File: config.mk
export PLATFORM = sky130hd
export DESIGN_NAME = reg_file
export DESIGN_NICKNAME = d
export VERILOG_FILES = /design/src/rtl/reg_pkg.sv /design/src/rtl/reg_file.sv
export SDC_FILE = /design/constraint.sdc
export NUM_CORES = 2
export LEC_CHECK = 0
export CAP_MARGIN = 20
export CORE_ASPECT_RATIO = 2
export CORE_MARGIN = 5
export CORE_UTILIZATION = 65
export CTS_CLUSTER_DIAMETER = 120
export DETAILED_ROUTE_END_ITERATION = 10
export PLACE_DENSITY = 0.83
export SYNTH_ARGS = -nofsm -noshare
export SYNTH_HDL_FRONTEND = slang
export SYNTH_SLANG_ARGS = --single-unit
export TNS_END_PERCENT = 100
File: constraint.sdc
create_clock -name clk -period 5.5 [get_ports clk]
set_input_delay 1.1 -clock clk [delete_from_list [all_inputs] [get_ports clk]]
set_output_delay 1.1 -clock clk [all_outputs]
set_load 0.03 [all_outputs]
File: src/rtl/reg_pkg.sv
// Shared register-file types and named indices for the RV32I datapath.
package reg_pkg;

  localparam int unsigned REG_ADDR_W = 5;
  localparam int unsigned REG_DATA_W = 32;

  localparam int unsigned REG_ZERO = 0;
  localparam int unsigned REG_A0   = 10;

  typedef logic [REG_ADDR_W-1:0] reg_addr_t;
  typedef logic [REG_DATA_W-1:0] reg_data_t;

endpackage

File: src/rtl/reg_file.sv
// 32-entry register file: two combinational read ports, one synchronous write port, x0 fixed at zero.
// Optional write-through forwarding on the read ports under `REG_FILE_WRITE_BYPASS_EN.
module reg_file
  import reg_pkg::*;
#(
  parameter int unsigned ADDR_WIDTH = REG_ADDR_W,
  parameter int unsigned DATA_WIDTH = REG_DATA_W
) (
  input  logic                  clk,
  input  logic                  rst,
  input  logic [ADDR_WIDTH-1:0] AD1,
  input  logic [ADDR_WIDTH-1:0] AD2,
  input  logic [ADDR_WIDTH-1:0] AD3,
  input  logic                  WE3,
  input  logic [DATA_WIDTH-1:0] WD3,
  output logic [DATA_WIDTH-1:0] RD1,
  output logic [DATA_WIDTH-1:0] RD2,
  output logic [DATA_WIDTH-1:0] a0
);

  localparam int unsigned DEPTH = 2 ** ADDR_WIDTH;
  localparam logic [ADDR_WIDTH-1:0] ADDR_ZERO = ADDR_WIDTH'(REG_ZERO);
  localparam logic [ADDR_WIDTH-1:0] ADDR_A0   = ADDR_WIDTH'(REG_A0);

  logic [DATA_WIDTH-1:0] regs [DEPTH];
  logic                  wr_en_c;

  // WE3 gates the address compare, so an undriven AD3 never causes a write.
  assign wr_en_c = WE3 && (AD3 != ADDR_ZERO);

  // Storage and the a0 mirror; reset wins over a same-edge write.
  always_ff @(posedge clk) begin
    if (rst) begin
      for (int i = 0; i < DEPTH; i++) begin
        regs[i] <= '0;
      end
      a0 <= '0;
    end else begin
      if (wr_en_c) begin
        regs[AD3] <= WD3;
      end
      a0 <= (WE3 && (AD3 == ADDR_A0)) ? WD3 : regs[ADDR_A0];
    end
  end

`ifdef REG_FILE_WRITE_BYPASS_EN
  logic byp1_c;
  logic byp2_c;

  // Forward the in-flight write, but never while reset is holding the array.
  assign byp1_c = !rst && wr_en_c && (AD3 == AD1);
  assign byp2_c = !rst && wr_en_c && (AD3 == AD2);

  always_comb begin
    RD1 = '0;
    RD2 = '0;
    if (AD1 != ADDR_ZERO) begin
      RD1 = byp1_c ? WD3 : regs[AD1];
    end
    if (AD2 != ADDR_ZERO) begin
      RD2 = byp2_c ? WD3 : regs[AD2];
    end
  end
`else
  always_comb begin
    RD1 = '0;
    RD2 = '0;
    if (AD1 != ADDR_ZERO) begin
      RD1 = regs[AD1];
    end
    if (AD2 != ADDR_ZERO) begin
      RD2 = regs[AD2];
    end
  end
`endif

endmodule

==> impl.org <==
** Finish
- Final cell utilization of the core :: between 70% and 80%
- The final layout contains roughly 3800 nets.
- In the final layout, the multi-input gates occupy around 0.023 mm2.
- The post-route netlist has between 20% and 30% of its cells at a drive strength greater than 1.
- Registers take between 0.03 and 0.04 mm2.
- The layout has 5287 filler cells.
- Growth of design area from synthesis to finish :: 11.1%

** Setup path
- STA classifies the critical path endpoint as a primary output.
- The worst setup path is launched from an input port.
- In this design, the stage delay of the slowest critical-path cell is 0.91 ns.
- Setup Crit Path Kind :: in -> out
- The critical path contains buffers and inverters numbering 3 combined.
- Data on the critical path is required at its endpoint by 4.40 ns.
- Among cell families on the critical path, the largest total delay comes from compound AO/OA/AOI/OAI gates.
- In this run the worst path has a maximum fanout of 29.
- Setup slack, reg-to-reg :: about 4.7 ns
- The worst register-to-register path ends at a0[23].
- R2R Path Start :: regs[10][23]
- For this design, the slowest cell found on the critical path is a311oi_1.
- Worst reg-to-reg path cell count :: 1
- Worst Path Arrival :: approximately 3.9 ns
- Traced cell by cell, the critical path runs through buf_4 -> clkinv_2 -> nor2_2 -> a22oi_1 -> a311oi_1 -> buf_12.

** Flow run
- Max-cap violations in this run came to 0.

** Floorplanning
- Initial standard-cell utilization of the core :: 65.5%
- Width of the die :: ~220 um
- From bottom edge to top edge, the die measures between 400 and 500 um.
- Top-level port count :: between 100 and 150
- The core region is approximately 0.086 mm2.
- The floorplan has around 150 rows.
- The die covers 0.0929 mm2.

** Route
- Detailed Route WL :: approximately 190000 um
- Per-cell routed wire length :: between 30 and 40 um
- Number of vias per cell after detailed routing :: 7.59
- For this block, the initial DRC count from the detailed router was around 6400.
- The first TritonRoute pass finished after 8 iterations.
- DRT antenna net count :: 0
- DRC violations left :: 0
- Via count of the routed design :: about 38000

** Logic synthesis
- The most used flip-flop cell after synthesis is edfxtp_1.
- The share of the Yosys chip area taken by registers is between 50% and 60%.
- Gate Count Post-Synth :: roughly 3700
- Cell area after synthesis :: around 0.056 mm2
- Most numerous cell in the Yosys netlist :: edfxtp_1
- After synthesis, the netlist uses 44 different library cells.
- Yosys printed 0 warnings.
- Post-synthesis area per instance :: approximately 15 um2
- Top cell types by occurrence after synthesis :: 1024 x edfxtp_1, 994 x and2_1, 446 x mux4_2
- Library cell with the largest summed area after synthesis :: edfxtp_1
- Number of synthesized flops with an enable pin :: 1024
- Register bit count reported by yosys :: between 1000 and 1500
- Synth top area cells :: edfxtp_1 55%, mux4_2 18%, and2_1 11%, mux2i_1 2.3%, clkbuf_1 1.4%
- After synthesis, the share of flip-flops with an asynchronous set or reset is 0%.
- Fraction of synthesized cell area taken by the top area cell type :: 54.6%

** Power
- Power comes to ~19 mW.
- In this run the power density over the cells is 300 mW/mm2.
- Maximum resistive drop on vdd :: 0.356 mV
- Pleak :: 21.7 nW

** Global route
- The initial antenna violation count came to 8.
- First-pass GRT wire length :: 264000 um
- Overflow left after global routing :: 0
- The number of global-route vias before repair was between 30000 and 40000.
- Global routing usage summed across all routing layers :: approximately two fifths
- Entering global routing, the biggest net connects 70 pins.

** Placement
- Final weighted congestion of routability-driven global placement :: 0.942
- Pre-CTS setup slack :: roughly 0.64 ns
- HPWL after detailed placement :: roughly 120000 um
- In this run the tool buffered the top-level ports with between 100 and 150 buffer cells.

** Clock network
- Quantity of gates resized following cts :: 0
- The H-tree was split into 3 levels.
- Hold buffer count at cts :: 0
- Buffers added to address setup during post-CTS repair amount to 0.
- After clock tree synthesis, the clock-pin slew on the worst setup and hold paths is ~0.070 ns.
- The clock net in this run drives a total of between 1000 and 1500 sinks.
- Counting the buffers created by CTS gives approximately 90.
- Clock latency at the later pin of the worst-skew pair :: 0.69 ns
- TritonCTS built the clock tree.
- Maximum buffer depth of the clock tree :: 3
- The tree is rooted in a clkbuf_16.

** Worst hold path
- The path with the worst hold slack has its endpoint at a0[20].
- The worst hold path belongs to the class reg -> reg.
- The worst hold path begins at regs[10][20].
- Along the worst hold path, the cell count comes to 1.

** STA
- Final number of max-transition violations :: 0
- Hold Vio Cnt, Final :: 0
- Setup repair after global routing left no endpoint under its margin.
- Measured slew at the worst slew-check pin :: roughly 1.2 ns
- Max Clk Rate :: 198 MHz
- Headroom to the max-slew limit came out at 17.8%.
- Of the available clock period, the critical path in the final layout requires around 90%.
- Worst setup skew after layout :: a little under 0.009 ns
- Worst path setup slack after routing :: between 0.4 and 0.5 ns
- Summed over all failing endpoints, the final setup total negative slack is 0 ns.
- Count of final setup violators :: 0
- For the finished layout, the period the worst path requires is a little over 5 ns.

** Run status
- Result of the run :: finished, final reports clean
## power breakdown
| group | internal [mW] | switching [mW] | total [mW] |
|---|---|---|---|
| registers | 9.26 | 0.258 | 9.52 |
| clock network | 3.44 | 2.95 | 6.39 |
| logic | 1.25 | 1.57 | 2.82 |
## worst max-delay path by stage
stage / from / to / slack, ns / cells after the start
5_1_grt: AD2[0] / RD2[22] / 0.43 / 7
4_1_cts: AD2[0] / RD2[24] / 0.62 / 6
2_1_floorplan: AD1[0] / RD1[6] / 1.49 / 7
6_report: AD2[0] / RD2[24] / 0.46 / 6
3_3_place_gp: AD2[0] / RD2[24] / 0.67 / 6
3_5_place_dp: AD2[0] / RD2[22] / 0.64 / 7
## cell families (layout without fill, tap and decap cells)
logic type,count (synthesis),count (layout),share of synthesized area [%]
AND/OR/NAND/NOR,1186,1186,13.0
AO/OA/AOI/OAI,398,398,5.89
multiplexers,640,640,21.5
flip-flops,1056,1056,55.8
buffers and inverters,404,484,3.90
other,1,38,0.00666
## cell type report
cell class,count,area share (%)
sequential,1056,50.2
inverter,3,0.0220
multi-input combinational,2256,36.7
clock inverter,40,0.562
antenna,6,0.0240
tap,1155,2.31
timing repair buffer,321,6.26
clock buffer,120,3.96
## placed cells by master, fill, tap and decap left out, drive strengths merged, types with 18 or more instances in the layout
master and count:
o21ai 110, a21o 32, clkbuf 121, or2 32, dfxtp 32, buf 250, mux4 448, clkinv 29
a22oi 64, a311oi 64, conb 32, a211oi 64, clkdlybuf4s50 70, edfxtp 1024, mux2 64, o2111ai 18
and2 994, mux2i 128, a221oi 46, nor2b 68, nand2 38, nor2 40
## metrics by stage
| step | instances | instance area [um2] | hold WS, ns |
|---|---|---|---|
| CTS | 4943 | 62300 | 0.520 |
| finish | 4957 | 62500 | 0.518 |
| detailed placement | 4783 | 59500 | 0.494 |
| global placement | 4779 | 59400 | 0.492 |
| global route | 4952 | 62500 | 0.530 |
| floorplan | 3716 | 56400 | 0.454 |
## registers in the layout (all words and copies together), names as in the netlist
| name | cells |
|---|---|
| a0 | 32 |
| regs | 1024 |
## metal layers
metal | vias to the layer above | GRT usage (%) | wire (um)
met4 | 4 | 30.3 | 18100
met3 | 1145 | 11.3 | 24800
li1 | 14248 | - | -
met1 | 18503 | 45.9 | 53900
met2 | 3718 | 62.8 | 88400
met5 | - | 0.538 | 77
Power figures use the tool's default switching activity.
